**src/rtl/cpu_subsys_bridge_pkg.sv**
```systemverilog
// Shared types and constants for the CPU subsystem memory bridge.
//   bridge_state_e    : bridge FSM state encoding
//   ERR_RDATA_DEFAULT : read data returned on an error response
//   MAX_TARGETS       : upper bound on the number of downstream targets
//   tgt_idx_t         : index wide enough to address MAX_TARGETS targets
package cpu_subsys_bridge_pkg;

  typedef enum logic [1:0] {
    IDLE   = 2'd0,
    ACTIVE = 2'd1,
    RESP   = 2'd2,
    ERR    = 2'd3
  } bridge_state_e;

  localparam logic [31:0] ERR_RDATA_DEFAULT = 32'hDEAD_BEEF;
  localparam int          MAX_TARGETS       = 8;

  typedef logic [$clog2(MAX_TARGETS)-1:0] tgt_idx_t;

endpackage

```
**src/rtl/cpu_subsys_addr_decode.sv**
```systemverilog
// Combinational base/mask address decoder.
// Target i hits when (addr & TGT_MASK[32*i +: 32]) == TGT_BASE[32*i +: 32].
// When several targets hit, the lowest index is reported.
// Ports:
//   addr    in  32  address to decode
//   hit     out 1   at least one target matched
//   tgt_idx out     index of the winning target (0 when no hit)
module cpu_subsys_addr_decode
  import cpu_subsys_bridge_pkg::*;
#(
  parameter int                        NUM_TARGETS = 3,
  parameter logic [NUM_TARGETS*32-1:0] TGT_BASE    = {32'h8000_0000, 32'h4000_0000, 32'h0000_0000},
  parameter logic [NUM_TARGETS*32-1:0] TGT_MASK    = {32'h8000_0000, 32'hC000_0000, 32'hC000_0000}
) (
  input  logic [31:0] addr,
  output logic        hit,
  output tgt_idx_t    tgt_idx
);

  // Walk from the highest index down so the lowest matching index is the
  // last assignment and therefore wins.
  always_comb begin
    hit     = 1'b0;
    tgt_idx = '0;
    for (int i = NUM_TARGETS - 1; i >= 0; i--) begin
      if ((addr & TGT_MASK[32*i +: 32]) == TGT_BASE[32*i +: 32]) begin
        hit     = 1'b1;
        tgt_idx = tgt_idx_t'(i);
      end
    end
  end

endmodule

```
**src/rtl/cpu_subsys_mem_bridge.sv**
```systemverilog
// CPU native memory interface to NUM_TARGETS memory-mapped targets.
// Requests are latched on acceptance so target-facing signals stay stable for
// the whole transaction. Unmapped accesses return an error response.
// Optional macro CPU_SUBSYS_BRIDGE_TIMEOUT_EN adds a per-transaction timeout
// that turns a stuck target into an error response.
//
// state  | meaning
// IDLE   | waiting for cpu_mem_valid; decode and latch the request
// ACTIVE | tgt_mem_valid asserted to the selected target, waiting for ready
// RESP   | one-cycle cpu_mem_ready with the captured target read data
// ERR    | one-cycle cpu_mem_ready + bus_err with ERR_RDATA
//
// Ports:
//   sys_clk, rst_n              clock, async active-low reset
//   cpu_mem_*                   CPU request (valid/addr/wdata/we/be) and response (ready/rdata)
//   tgt_mem_valid/ready         per-target handshake
//   tgt_mem_addr/wdata/wstrb    registered request broadcast to all targets
//   tgt_mem_rdata               per-target read data, slice [32*i +: 32]
//   bus_err                     pulse with an error response
//   err_addr                    address of the most recent errored access
module cpu_subsys_mem_bridge
  import cpu_subsys_bridge_pkg::*;
#(
  parameter int                        NUM_TARGETS    = 3,
  parameter logic [NUM_TARGETS*32-1:0] TGT_BASE       = {32'h8000_0000, 32'h4000_0000, 32'h0000_0000},
  parameter logic [NUM_TARGETS*32-1:0] TGT_MASK       = {32'h8000_0000, 32'hC000_0000, 32'hC000_0000},
  parameter int                        TIMEOUT_CYCLES = 1024,
  parameter logic [31:0]               ERR_RDATA      = ERR_RDATA_DEFAULT
) (
  input  logic                      sys_clk,
  input  logic                      rst_n,
  input  logic                      cpu_mem_valid,
  output logic                      cpu_mem_ready,
  input  logic [31:0]               cpu_mem_addr,
  input  logic [31:0]               cpu_mem_wdata,
  input  logic                      cpu_mem_we,
  input  logic [3:0]                cpu_mem_be,
  output logic [31:0]               cpu_mem_rdata,
  output logic [NUM_TARGETS-1:0]    tgt_mem_valid,
  input  logic [NUM_TARGETS-1:0]    tgt_mem_ready,
  output logic [31:0]               tgt_mem_addr,
  output logic [31:0]               tgt_mem_wdata,
  output logic [3:0]                tgt_mem_wstrb,
  input  logic [NUM_TARGETS*32-1:0] tgt_mem_rdata,
  output logic                      bus_err,
  output logic [31:0]               err_addr
);

  if (NUM_TARGETS < 1 || NUM_TARGETS > MAX_TARGETS) begin : g_bad_num_targets
    $error("NUM_TARGETS must be 1..8");
  end
  if (TIMEOUT_CYCLES < 2 || TIMEOUT_CYCLES > 65535) begin : g_bad_timeout
    $error("TIMEOUT_CYCLES must be 2..65535");
  end

  bridge_state_e          state_q, state_d;
  tgt_idx_t               sel_q, sel_d;
  logic [31:0]            addr_q, addr_d;
  logic [31:0]            wdata_q, wdata_d;
  logic [3:0]             wstrb_q, wstrb_d;
  logic [NUM_TARGETS-1:0] tgt_valid_q, tgt_valid_d;
  logic                   cpu_ready_q, cpu_ready_d;
  logic [31:0]            cpu_rdata_q, cpu_rdata_d;
  logic                   bus_err_q, bus_err_d;
  logic [31:0]            err_addr_q, err_addr_d;

  logic                   dec_hit;
  tgt_idx_t               dec_idx;
  logic                   sel_ready;
  logic [31:0]            sel_rdata;

`ifdef CPU_SUBSYS_BRIDGE_TIMEOUT_EN
  localparam int               CNT_W   = $clog2(TIMEOUT_CYCLES + 1);
  localparam logic [CNT_W-1:0] TO_LAST = CNT_W'(TIMEOUT_CYCLES - 1);
  logic [CNT_W-1:0]            cnt_q, cnt_d;
`endif

  cpu_subsys_addr_decode #(
    .NUM_TARGETS (NUM_TARGETS),
    .TGT_BASE    (TGT_BASE),
    .TGT_MASK    (TGT_MASK)
  ) u_decode (
    .addr    (cpu_mem_addr),
    .hit     (dec_hit),
    .tgt_idx (dec_idx)
  );

  // tgt_valid_q is one-hot on sel_q in ACTIVE, so masking ready with it
  // ignores every non-selected target.
  always_comb begin
    sel_ready = |(tgt_mem_ready & tgt_valid_q);
    sel_rdata = '0;
    for (int i = 0; i < NUM_TARGETS; i++) begin
      if (sel_q == tgt_idx_t'(i)) sel_rdata = tgt_mem_rdata[32*i +: 32];
    end
  end

  always_comb begin
    state_d     = state_q;
    sel_d       = sel_q;
    addr_d      = addr_q;
    wdata_d     = wdata_q;
    wstrb_d     = wstrb_q;
    tgt_valid_d = tgt_valid_q;
    cpu_ready_d = 1'b0;
    cpu_rdata_d = '0;
    bus_err_d   = 1'b0;
    err_addr_d  = err_addr_q;
`ifdef CPU_SUBSYS_BRIDGE_TIMEOUT_EN
    cnt_d       = cnt_q;
`endif
    case (state_q)
      IDLE: begin
        if (cpu_mem_valid) begin
          if (dec_hit) begin
            sel_d   = dec_idx;
            addr_d  = cpu_mem_addr;
            wdata_d = cpu_mem_wdata;
            wstrb_d = cpu_mem_we ? cpu_mem_be : 4'b0000;
            for (int i = 0; i < NUM_TARGETS; i++) begin
              tgt_valid_d[i] = (dec_idx == tgt_idx_t'(i));
            end
`ifdef CPU_SUBSYS_BRIDGE_TIMEOUT_EN
            cnt_d   = '0;
`endif
            state_d = ACTIVE;
          end else begin
            err_addr_d  = cpu_mem_addr;
            cpu_ready_d = 1'b1;
            bus_err_d   = 1'b1;
            cpu_rdata_d = ERR_RDATA;
            state_d     = ERR;
          end
        end
      end
      ACTIVE: begin
        // Ready wins over a timeout landing in the same cycle.
        if (sel_ready) begin
          tgt_valid_d = '0;
          cpu_ready_d = 1'b1;
          cpu_rdata_d = sel_rdata;
          state_d     = RESP;
        end
`ifdef CPU_SUBSYS_BRIDGE_TIMEOUT_EN
        else if (cnt_q == TO_LAST) begin
          tgt_valid_d = '0;
          err_addr_d  = addr_q;
          cpu_ready_d = 1'b1;
          bus_err_d   = 1'b1;
          cpu_rdata_d = ERR_RDATA;
          state_d     = ERR;
        end else begin
          cnt_d = cnt_q + 1'b1;
        end
`endif
      end
      RESP:    state_d = IDLE;
      ERR:     state_d = IDLE;
      default: state_d = IDLE;
    endcase
  end

  always_ff @(posedge sys_clk or negedge rst_n) begin
    if (!rst_n) begin
      state_q     <= IDLE;
      sel_q       <= '0;
      addr_q      <= '0;
      wdata_q     <= '0;
      wstrb_q     <= '0;
      tgt_valid_q <= '0;
      cpu_ready_q <= 1'b0;
      cpu_rdata_q <= '0;
      bus_err_q   <= 1'b0;
      err_addr_q  <= '0;
`ifdef CPU_SUBSYS_BRIDGE_TIMEOUT_EN
      cnt_q       <= '0;
`endif
    end else begin
      state_q     <= state_d;
      sel_q       <= sel_d;
      addr_q      <= addr_d;
      wdata_q     <= wdata_d;
      wstrb_q     <= wstrb_d;
      tgt_valid_q <= tgt_valid_d;
      cpu_ready_q <= cpu_ready_d;
      cpu_rdata_q <= cpu_rdata_d;
      bus_err_q   <= bus_err_d;
      err_addr_q  <= err_addr_d;
`ifdef CPU_SUBSYS_BRIDGE_TIMEOUT_EN
      cnt_q       <= cnt_d;
`endif
    end
  end

  assign cpu_mem_ready = cpu_ready_q;
  assign cpu_mem_rdata = cpu_rdata_q;
  assign tgt_mem_valid = tgt_valid_q;
  assign tgt_mem_addr  = addr_q;
  assign tgt_mem_wdata = wdata_q;
  assign tgt_mem_wstrb = wstrb_q;
  assign bus_err       = bus_err_q;
  assign err_addr      = err_addr_q;

endmodule

```
**config.mk**
```make
export PLATFORM = sky130hd
export DESIGN_NAME = cpu_subsys_mem_bridge
export DESIGN_NICKNAME = d
export VERILOG_FILES = /design/src/rtl/cpu_subsys_bridge_pkg.sv /design/src/rtl/cpu_subsys_addr_decode.sv /design/src/rtl/cpu_subsys_mem_bridge.sv
export SDC_FILE = /design/constraint.sdc
export NUM_CORES = 1
export LEC_CHECK = 0
export CORE_MARGIN = 2
export CORE_UTILIZATION = 35
export DETAILED_ROUTE_END_ITERATION = 6
export PLACE_DENSITY = 0.85
export SLEW_MARGIN = 25
export SYNTH_ARGS = -nofsm -noshare
export SYNTH_HDL_FRONTEND = slang
export SYNTH_SLANG_ARGS = --single-unit
```
**constraint.sdc**
```tcl
create_clock -name sys_clk -period 1.4 [get_ports sys_clk]
set_input_delay 0.21 -clock sys_clk [delete_from_list [all_inputs] [get_ports sys_clk]]
set_output_delay 0.21 -clock sys_clk [all_outputs]
set_load 0.005 [all_outputs]
```
# [After elaboration in Yosys (flattened, before gate mapping)]
# Index checks and enable logic that the tools add are counted.
# Widths: inputs -> output; s select.
[word_totals] reg_bits=142 ramBits=0 memories=0 elab_cells=61 out_inout_bits=137 latch_bits=0 mem_bits_ro=0
[classes] n_bitwise=2 muxes=27 div_mod_pow=0 n_mul=0 add_sub_neg=0 reduce_logical=11 shift=0 n_lt_le_gt_ge=0 n_eq_ne=11
[op_table] operator="$mux 32" n=6
[op_table] operator="$pmux 32 s2" n=1
[op_table] operator="$logic_not 32->1" n=1
[op_table] operator="$mux 3" n=5
[op_table] operator="$mux 2" n=4
[op_table] operator="$mux 1" n=7
[op_table] operator="$eq 3x1->1 const B" n=2
[op_table] operator="$eq 3x2->1 const B" n=2
[op_table] operator="$logic_not 3->1" n=2
[op_table] operator="$ne 2x2->1 const B" n=3
[op_table] operator="$pmux 2 s3" n=1
[op_table] operator="$pmux 3 s2" n=1
[op_table] operator="$reduce_and 3->1" n=2
[op_table] operator="$eq 2x1->1 const B" n=2
[op_table] operator="$eq 2x2->1 const B" n=2
[op_table] operator="$mux 4" n=1
[op_table] operator="$reduce_and 4->1" n=1
[op_table] operator="$and 3x3->3" n=1
[op_table] operator="$reduce_or 3->1" n=1
[op_table] operator="$logic_not 2->1" n=1
[op_table] operator="$pmux 1 s2" n=1
[op_table] operator="$reduce_and 2->1" n=1
[op_table] operator="$reduce_bool 2->1" n=1
[op_table] operator="$reduce_or 2->1" n=1
[op_table] operator="$not 1->1" n=1

# [Logic depth before layout (Yosys ltp)]
# Gate-level depths: netlist of run 1.
[logic_depth] word_depth=7 mapped_depth=6 ltp_nobuf=4

# [Cells and area by module]
# From an unflattened synthesis of run 1, not the netlist that was laid out.
[hier_totals] hier_cells=619 area_unflattened_um2=5868.1
[modules_own_cells] module="cpu_subsys_mem_bridge" n_inst=1 area_per_inst_um2=5835.6 cells_per_inst=613
[modules_own_cells] module="cpu_subsys_addr_decode" n_inst=1 area_per_inst_um2=32.5 cells_per_inst=6

# [Worst setup path before layout of run 1]
# No wires, ideal clock.
[synth_path] kind="register to register" from="register tgt_valid_q[0] (netlist: tgt_mem_valid[0])" to="register state_q[1]" synth_period_minus_slack_ns=1.376 path_stages_with_launch=6 slack_ns=0.024 setup_ns=0.117 arrival_time_ns=1.259 n_path_buf=2 cell_sequence="dfrtp_1 a222oi_1 or3b_1 buf_6 buf_6 inv_1"
[synth_between] elab_chain_len=4
[synth_rtl] item="from (decl)" line="cpu_subsys_mem_bridge.sv:61" source="logic [NUM_TARGETS-1:0] tgt_valid_q, tgt_valid_d;"
[synth_rtl] item="from (signal assigned)" line="cpu_subsys_mem_bridge.sv:184" source="tgt_valid_q <= tgt_valid_d;"
[synth_rtl] item="$and 3x3->3" line="cpu_subsys_mem_bridge.sv:91" source="sel_ready = |(tgt_mem_ready & tgt_valid_q);"
[synth_rtl] item="$reduce_or 3->1" line="cpu_subsys_mem_bridge.sv:91"
[synth_rtl] item="$ne 2x2->1 (no line)"
[synth_rtl] item="$reduce_and 2->1 (no line)"
[synth_rtl] item="to (signal assigned)" line="cpu_subsys_mem_bridge.sv:179" source="state_q <= state_d;"
[synth_rtl] item="to (decl)" line="cpu_subsys_mem_bridge.sv:56" source="bridge_state_e state_q, state_d;"
# No other way between the ends.
# A chain may end at the register's enable or synchronous reset.

# [Worst setup path in the final report of run 1]
[layout_path] from="register tgt_valid_q[0] (netlist: tgt_mem_valid[0])" to="register cpu_rdata_q[31] (netlist: cpu_mem_rdata[31])"
[layout_between] elab_chain_len=4
[layout_rtl] item="$and 3x3->3" line="cpu_subsys_mem_bridge.sv:91"
[layout_rtl] item="$reduce_or 3->1" line="cpu_subsys_mem_bridge.sv:91"
[layout_rtl] item="$mux 32" line="cpu_subsys_mem_bridge.sv:138" source="if (sel_ready) begin"
[layout_rtl] item="$pmux 32 s2" line="cpu_subsys_mem_bridge.sv:112" source="case (state_q)"
[layout_rtl] item="via cpu_rdata_d[31]" line="cpu_subsys_mem_bridge.sv:63" source="logic [31:0] cpu_rdata_q, cpu_rdata_d;"
[layout_rtl] item="to (signal assigned)" line="cpu_subsys_mem_bridge.sv:186" source="cpu_rdata_q <= cpu_rdata_d;"
[layout_rtl] item="to (decl)" line="cpu_subsys_mem_bridge.sv:63"
# The timed path passes the listed nets, and every way through them passes these cells.

==> results of run 1 <==
[registers in the layout, indices dropped and copies added, names as in the netlist]
register and flops:
tgt_mem_wstrb 4, tgt_mem_addr 32, tgt_mem_wdata 32, err_addr 32, cpu_mem_ready 1, bus_err 1, sel_q 2, cpu_mem_rdata 32
state_q 2, tgt_mem_valid 3
[where the power goes]
| group | switching [W] | internal (W) |
|---|---|---|
| logic | 0.00386 | 0.00432 |
| registers | 0.000712 | 0.00532 |
| clock network | 0.00177 | 0.00292 |
| total | 0.00634 | 0.0126 |
[worst paths after layout]
path	startpoint	endpoint	slack [ps]	cells after the start
max in group asynchronous	rst_n	sel_q[0]	570	3
worst min register to register	err_addr[9]	err_addr[9]	370	0
worst max-delay path	tgt_mem_valid[0]	cpu_mem_rdata[31]	-120	5
min in group sys_clk	cpu_mem_addr[9]	tgt_mem_addr[9]	320	3
worst min-delay path	rst_n	tgt_mem_addr[9]	270	2
worst max register to register	tgt_mem_valid[0]	cpu_mem_rdata[31]	-120	5
[timing repair]
action,in CTS,in global routing
hold buffers,1,0
pin swaps,2,48
setup buffers,13,4
gates cloned,5,13
endpoints found under the hold margin,33,0
resized for setup,155,81
endpoints found under the setup margin,237,71
[layer usage]
metal	part of all wire, %	up-vias	global-route usage (%)
li1	-	2383	-
met1	38	2415	21.35
met2	51	235	35.14
met3	8.9	38	6.596
met4	2.7	0	8.636
met5	0	-	0
[metrics by stage]
stage               power (W)  hold slack, ps  std cells
detailed placement    0.01306           140.2       1041
global placement      0.01286           140.6       1041
global route          0.01997           310.5       1109
floorplan            0.008939          -85.59        558
finish                0.01890           274.9       1109
CTS                   0.01772           253.5       1092
[layout make-up]
type                            count  area share (%)
Timing Repair Buffer              364           36.62
Tap cell                          216           2.630
Multi-Input combinational cell    354           20.28
Clock inverter                     12           1.559
Clock buffer                       20           4.445
Sequential cell                   141           34.38
Inverter                            2         0.09742
[kinds of logic (layout without fill, tap and decap cells)]
logic type	count (synthesis)	in the layout
AO/OA/AOI/OAI	36	36
other	1	1
AND/OR/NAND/NOR	284	285
buffers and inverters	64	398
flip-flops	141	141
multiplexers	32	32
[layout by cell type (no fill, tap or decap), types with 2 or more instances in the layout]
cell type        synthesis  routed
nand2_1                239     191
buf_6                    4      11
buf_4                    4      22
nand3_1                  6       4
clkinv_2                 0       2
nand3b_1                 2       2
a21oi_2                 29      29
buf_16                   0       5
buf_12                   0      11
nand2_4                  0      12
dfrtp_1                141     138
clkdlybuf4s50_1          0     169
or2_2                   32      32
a21oi_4                  0       4
clkbuf_8                 0       2
or3b_4                   0       3
clkinvlp_4               0       3
mux2i_1                 32      32
clkbuf_16                0      26
nand2_2                  0      36
inv_6                    0       2
dlygate4sd2_1            0     134
dfrtp_2                  0       3
bufinv_16                0       3
==> impl_metrics.py, run 1 <==
metrics = {
    "status": {
        "outcome": "complete, but fails checks",
        "violations": "negative setup slack",
    },
    "drt": {
        "drtIter0Drc": 178,
        "drt-pass1-iter-count": 4,
        "antenna_left": 0,
        "avgViaCountPerCell": 4.573,
        "drc": 0,
        "drt_wl_total_um": 19580,
        "vias": 5071,
        "wl_per_cell_um": 17.65,
    },
    "timing": {
        "setup-tns-final_ps": -2896,
        "setup_viol_count_final": 45,
        "fin_crit_sh_pct": 108.4,
        "fin_ws_ps": -117.1,
        "max_freq_mhz": 659.2,
        "period_needed_ps": 1517,
        "finalHoldViolations": 0,
        "drv_slew": 0,
        "rsz0062_at_grt": "yes",
        "skew_ps": 9.332,
    },
    "synthesis": {
        "ys_ff_latch": 141,
        "synth_most_common_cell": "nand2_1",
        "yosys.area.top_type": "dfrtp_1",
        "synth_fa_ha_area_share_pct": 0,
        "synth_compound_area_share_pct": 5.283,
        "syn_area_sq_mm": 0.005637,
        "synth.distinct_cells": 21,
        "ys_seq_area_share_pct": 62.60,
        "synth-edff-count": 0,
        "async_flop_share_pct": 100.0,
        "synth_flop_cell": "dfrtp_1",
        "synth_top_family_by_area": "simple AND/OR/NAND/NOR gates",
        "syn_avg_cell_area_sq_um": 10.10,
        "synth-simple-area-share_pct": 21.04,
        "netlist_instances": 558,
        "synthDominantCellAreaShare_pct": 62.60,
        "synth_nets": 729,
        "synth.area.mux_share_pct": 5.683,
        "synthXorXnorAreaFrac_pct": 0,
        "yosys-top-cells-count": "239 x nand2_1, 141 x dfrtp_1, 42 x clkbuf_1, 32 x mux2i_1, 32 x or2_2",
        "synth_area_leaders": "dfrtp_1 63%, nand2_1 16%, mux2i_1 5.7%",
        "yosys_warnings": 0,
    },
    "global_routing": {
        "grt_pass1_wl_um": 25330,
        "grt_max_degree": 39,
        "track_usage_pct": 19.71,
        "antenna_found_initial": 0,
        "first_global_vias": 5013,
        "globalRouteOverflowTotal": 0,
    },
    "worst_setup_path": {
        "worstPathCellList": "a222oi_1 -> buf_4 -> or3b_4 -> clkbuf_16 -> a21oi_2",
        "crit_path_max_fanout": 7,
        "worst_ep_arrival_time_ps": 1850,
        "cp_num_buf_inv": 2,
        "startpoint_type": "register",
        "crit_path_end_kind": "register",
        "critPathSlowestCell": "or3b_4",
        "critPathKind": "reg -> reg",
        "slowest_delay_ps": 500,
        "critical_path.top_delay_family": "simple AND/OR/NAND/NOR gates",
        "worstPathRequired_ps": 1740,
    },
    "hold_path": {
        "hp-class": "in -> async",
    },
    "place": {
        "gp_congestion": 0.7951,
        "dp_hpwl_um": 12030,
        "place.port_buffers": 307,
        "dpl_cell_area_sq_mm": 0.008976,
        "post-place-ws_ps": -446.9,
    },
    "final_layout": {
        "post-route-util_pct": 64.92,
        "drive_gt1_share_pct": 24.08,
        "fillerInstances": 1232,
        "final_area_sq_mm": 0.01027,
        "area_growth_pct": 82.29,
        "nNetsFinal": 1051,
        "diodes": 0,
        "multi_input_area_sq_mm": 0.002083,
        "ff_latch_area_sq_mm": 0.003532,
    },
    "die": {
        "io_pins": 308,
        "die_area_sq_mm": 0.01714,
        "chipWidth_um": 130.9,
        "chipHeight_um": 130.9,
        "std_cell_rows": 46,
        "initial_core_util_pct": 35.61,
        "core_sq_mm": 0.01583,
    },
    "clocking": {
        "cts_made_buffers": 17,
        "root_buffer": "clkbuf_16",
        "cts_tree": "built",
        "insertion_delay_ps": 410,
        "cts.sinks": 141,
        "cts.path.max_buffers": 2,
        "path_clk_slew_ps": 60,
        "cts_max_level": 4,
    },
    "power": {
        "ir_drop_v": 0.001127,
        "power_density_mw_per_mm2": 1839,
        "power_leakage_nw": 5.255,
    },
    "run": {
        "maxCapViolCount": 0,
    },
}
No activity file was read; power rests on OpenSTA's default activity.
==> inputs of run 2 (changes only) <==
Settings changed: CTS_BUF_LIST from default to sky130_fd_sc_hd__clkbuf_16, SKIP_LAST_GASP from default to 1.
==> impl_metrics.py, run 2 (same netlist as run 1, synthesis figures left out) <==
metrics = {
    "die": {
        "chipHeight_um": 130.9,
        "io_pins": 308,
        "chipWidth_um": 130.9,
        "initial_core_util_pct": 35.61,
        "die_area_sq_mm": 0.01714,
        "core_sq_mm": 0.01583,
        "std_cell_rows": 46,
    },
    "place": {
        "dp_hpwl_um": 12030,
        "gp_congestion": 0.7951,
        "placed_cells": 1041,
        "dpl_cell_area_sq_mm": 0.008976,
        "place.port_buffers": 307,
    },
    "final_layout": {
        "post-route-util_pct": 64.68,
        "drive_gt1_share_pct": 24.38,
        "diodes": 0,
        "multi_input_area_sq_mm": 0.002147,
        "nNetsFinal": 1048,
        "final_area_sq_mm": 0.01024,
        "final_common_cell": "nand2_1",
        "fillerInstances": 1218,
        "area_growth_pct": 81.62,
        "ff_latch_area_sq_mm": 0.003531,
        "final_cell_count_no_fill": 1106,
        "final_cell_mix": "182 x nand2_1, 169 x clkdlybuf4s50_1, 139 x dfrtp_1, 134 x dlygate4sd2_1, 35 x nand2_2",
    },
    "clocking": {
        "cts_tree": "built",
        "root_buffer": "clkbuf_16",
        "cts.sinks": 141,
        "cts_made_buffers": 17,
        "cts.path.max_buffers": 2,
        "cts_max_level": 4,
        "path_clk_slew_ps": 60,
        "insertion_delay_ps": 410,
    },
    "worst_setup_path": {
        "startpoint_type": "register",
        "crit_path_end_kind": "register",
        "critPathSlowestCell": "a222oi_1",
        "worstPathRequired_ps": 1700,
        "cp_num_buf_inv": 2,
        "worst_ep_arrival_time_ps": 1820,
        "slowest_delay_ps": 440,
        "worstPathCellList": "a222oi_1 -> or3b_4 -> buf_12 -> buf_16 -> a21oi_2",
        "crit_path_max_fanout": 7,
        "critical_path.top_delay_family": "compound AO/OA/AOI/OAI gates",
        "critPathKind": "reg -> reg",
    },
    "drt": {
        "drc": 0,
        "drt-pass1-iter-count": 4,
        "drtIter0Drc": 201,
        "avgViaCountPerCell": 4.573,
        "drt_wl_total_um": 19280,
        "vias": 5058,
        "antenna_left": 0,
        "wl_per_cell_um": 17.43,
    },
    "power": {
        "ir_drop_v": 0.0009511,
        "p_switching_w": 0.006424,
        "intPower_w": 0.01240,
        "power_density_mw_per_mm2": 1839,
        "p_seq_share_pct": 32.6,
        "power_leakage_nw": 5.229,
        "comb_power_share_pct": 43.1,
        "swShare_pct": 34.13,
        "p_clk_share_pct": 24.3,
    },
    "timing": {
        "fin_crit_sh_pct": 108.6,
        "setup_viol_count_final": 65,
        "period_needed_ps": 1520,
        "skew_ps": 5.536,
        "rsz0062_at_grt": "yes",
        "finalHoldViolations": 0,
        "max_freq_mhz": 658.0,
        "drv_slew": 0,
        "fin_ws_ps": -119.8,
    },
    "hold_path": {
        "hp-class": "in -> async",
    },
    "global_routing": {
        "first_global_vias": 4948,
        "globalRouteOverflowTotal": 0,
        "grt_max_degree": 58,
        "grt_pass1_wl_um": 24720,
        "track_usage_pct": 19.17,
        "antenna_found_initial": 0,
    },
    "status": {
        "violations": "negative setup slack",
        "outcome": "complete, but fails checks",
    },
    "run": {
        "maxCapViolCount": 0,
    },
}
==> run 2: power groups by stage <==
| stage | Combinational, W | Sequential (W) | Clock [W] |
|---|---|---|---|
| after CTS | 0.00675 | 0.00597 | 0.00467 |
| after detailed placement | 0.00700 | 0.00607 | 0 |
| after floorplan | 0.00285 | 0.00609 | 0 |
| after global routing | 0.00875 | 0.00627 | 0.00484 |
| after global placement | 0.00684 | 0.00602 | 0 |
| final | 0.00811 | 0.00614 | 0.00458 |
==> run 2: stage by stage <==
stage	power (W)	hold WS [ps]	setup slack [ps]	setup TNS (ps)
global placement	0.01286	140.6	-372.4	-32110
detailed placement	0.01306	140.2	-446.9	-35220
floorplan	0.008939	-85.59	23.91	0
global route	0.01987	305.5	-133.6	-4748
finish	0.01882	268.7	-119.8	-2877
CTS	0.01739	258.6	-93.73	-1426
==> run 2: path summary, 6_finish.rpt <==
path	start	to	slack (ps)	depth (start not counted)
max in group asynchronous	rst_n	sel_q[0]	580	3
max	tgt_mem_valid[0]	cpu_mem_rdata[5]	-120	5
max reg2reg	tgt_mem_valid[0]	cpu_mem_rdata[5]	-120	5
min	rst_n	tgt_mem_addr[9]	270	2
min in group sys_clk	cpu_mem_addr[20]	tgt_mem_addr[20]	320	3
min reg2reg	err_addr[11]	err_addr[11]	370	0
==> run 2: layout make-up <==
type	count	share of cell area (%)
Multi-Input combinational cell	354	20.97
Clock inverter	15	1.674
Inverter	2	0.07333
Sequential cell	141	34.49
Tap cell	216	2.640
Timing Repair Buffer	361	35.99
Clock buffer	17	4.155
==> run 2: timing repair <==
item | in CTS | in global routing
cloned | 3 | 13
buffers inserted | 13 | 5
hold endpoints to repair | 33 | 0
hold buffers | 1 | 0
endpoints found under the setup margin | 237 | 93
gates resized for setup | 147 | 101
pin swaps | 1 | 51
==> run 2: per-layer routing <==
layer	vias up	wire (um)	GRT usage, %
li1	2369	-	-
met1	2424	7641	21.04
met2	230	9708	33.36
met3	35	1455	6.637
met4	0	477	9.074
met5	-	0	0
==> inputs of run 3 (changes only) <==
Settings changed: CORE_MARGIN 2 to default.
==> impl_metrics.py, run 3 (same netlist as run 1, synthesis figures left out) <==
metrics = {
    "power": {
        "swShare_pct": 33.56,
        "p_switching_w": 0.006528,
        "ir_drop_v": 0.0008885,
        "power_leakage_nw": 5.311,
        "intPower_w": 0.01292,
        "p_seq_share_pct": 31.2,
        "comb_power_share_pct": 43.4,
        "power_density_mw_per_mm2": 1874,
        "p_clk_share_pct": 25.4,
    },
    "timing": {
        "fin_ws_ps": -178.5,
        "skew_ps": 7.033,
        "fin_crit_sh_pct": 112.8,
        "period_needed_ps": 1579,
        "max_freq_mhz": 633.5,
        "finalHoldViolations": 0,
        "setup_viol_count_final": 93,
        "setup-tns-final_ps": -8176,
        "drv_slew": 0,
        "rsz0062_at_grt": "yes",
    },
    "clocking": {
        "cts.path.max_buffers": 2,
        "cts_made_buffers": 17,
        "cts_tree": "built",
        "insertion_delay_ps": 420,
        "cts_max_level": 4,
        "cts.sinks": 141,
        "root_buffer": "clkbuf_16",
        "path_clk_slew_ps": 60,
    },
    "global_routing": {
        "track_usage_pct": 19.96,
        "first_global_vias": 4920,
        "antenna_found_initial": 0,
        "globalRouteOverflowTotal": 0,
        "grt_pass1_wl_um": 24780,
        "grt_max_degree": 51,
    },
    "drt": {
        "vias": 5094,
        "antenna_left": 0,
        "drtIter0Drc": 204,
        "avgViaCountPerCell": 4.581,
        "drt-pass1-iter-count": 4,
        "drt_wl_total_um": 19540,
        "drc": 0,
        "wl_per_cell_um": 17.57,
    },
    "final_layout": {
        "area_growth_pct": 84.08,
        "diodes": 0,
        "drive_gt1_share_pct": 26.00,
        "nNetsFinal": 1054,
        "final_cell_count_no_fill": 1112,
        "final_common_cell": "nand2_1",
        "final_cell_mix": "172 x nand2_1, 169 x clkdlybuf4s50_1, 139 x dfrtp_1, 134 x dlygate4sd2_1, 44 x nand2_2",
    },
    "worst_setup_path": {
        "worstPathRequired_ps": 1710,
        "critPathSlowestCell": "a222oi_1",
        "path_depth": 6,
        "critPathKind": "reg -> reg",
        "critical_path.top_delay_family": "compound AO/OA/AOI/OAI gates",
        "crit_path_end_kind": "register",
        "startpoint_type": "register",
        "slowest_delay_ps": 400,
        "cp_num_buf_inv": 3,
        "rr_worst_depth": 6,
        "worstPathCellList": "buf_6 -> a222oi_1 -> or3b_4 -> buf_12 -> buf_16 -> a21oi_2",
        "worst_ep_arrival_time_ps": 1890,
        "crit_path_max_fanout": 8,
    },
    "die": {
        "std_cell_rows": 46,
        "core_sq_mm": 0.01583,
        "chipHeight_um": 128.9,
        "chipWidth_um": 128.9,
        "io_pins": 308,
        "initial_core_util_pct": 35.61,
        "die_area_sq_mm": 0.01662,
    },
    "place": {
        "placed_cells": 1042,
        "post-place-ws_ps": -381.5,
        "gp_congestion": 0.8199,
        "place.port_buffers": 307,
        "dp_hpwl_um": 11740,
    },
    "status": {
        "outcome": "complete, but fails checks",
        "violations": "negative setup slack",
    },
    "run": {
        "maxCapViolCount": 0,
    },
    "hold_path": {
        "hp-class": "in -> async",
    },
}
[run 3: changes by cell type in the layout (fill, tap and decap cells not counted), moves of 3 or more]
| cell | before | now |
|---|---|---|
| buf_12 | 10 | 14 |
| buf_4 | 21 | 24 |
| clkinv_4 | 1 | 4 |
| nand2_1 | 182 | 172 |
| nand2_2 | 35 | 44 |
[run 3: what timing repair did]
| item | in CTS | in global routing |
|---|---|---|
| cloned | 2 | 16 |
| setup endpoints to repair | 242 | 90 |
| hold buffers | 1 | 0 |
| gates resized for setup | 148 | 111 |
| buffers inserted | 13 | 7 |
| pin swaps | 1 | 64 |
| hold endpoints to repair | 111 | 0 |
[run 3: final timing paths]
path | slack [ps] | endpoint | from
setup / recovery | -180 | cpu_mem_rdata[5] | tgt_mem_valid[0]
hold / removal | 230 | tgt_mem_addr[0] | rst_n
setup reg to reg | -180 | cpu_mem_rdata[5] | tgt_mem_valid[0]
hold reg to reg | 370 | err_addr[18] | err_addr[18]
max in group asynchronous | 640 | err_addr[30] | rst_n
min in group sys_clk | 320 | tgt_mem_addr[27] | cpu_mem_addr[27]
[run 3: final cells by class]
class / count / area (sq um)
flip-flops and latches: 141 / 3531
inverters: 2 / 7.507
clock inverters: 15 / 221.5
fillers: 1208 / 5451
multi-input cells: 353 / 2138
well taps: 216 / 270.3
repair buffers: 368 / 3782
clock buffers: 17 / 425.4
[run 3: power groups by stage]
| stage | combinational (W) | sequential [W] | clock [W] |
|---|---|---|---|
| after global placement | 0.00687 | 0.00596 | 0 |
| after floorplan | 0.00285 | 0.00609 | 0 |
| after detailed placement | 0.00704 | 0.00601 | 0 |
| final | 0.00843 | 0.00608 | 0.00494 |
| after CTS | 0.00674 | 0.00590 | 0.00499 |
| after global routing | 0.00905 | 0.00620 | 0.00521 |
[run 3: per-stage QoR]
step                util (%)  hold slack (ps)  total power, W  area [sq um]
CTS                    61.04            231.6         0.01763          9662
global placement       56.76            99.31         0.01282          8984
detailed placement     56.76            100.7         0.01306          8984
floorplan                  -           -85.59        0.008939          5637
global route           65.56            234.5         0.02046         10380
finish                 65.56            229.0         0.01945         10380
[run 3: worst reg2reg max path, delay by kind of cell, from the launching register on]
kind	cells	cell delay, ps
buffers and inverters	3	390
flip-flops	1	390
AND/OR/NAND/NOR	1	250
AO/OA/AOI/OAI	2	450
[run 3: per-layer routing]
metal  global-route usage, %  vias up  wire (um)
li1                        -     2381          -
met1                   20.55     2451       7279
met2                   36.09      224      10300
met3                   7.401       38       1425
met4                   8.927        0        538
met5                       0        -          0
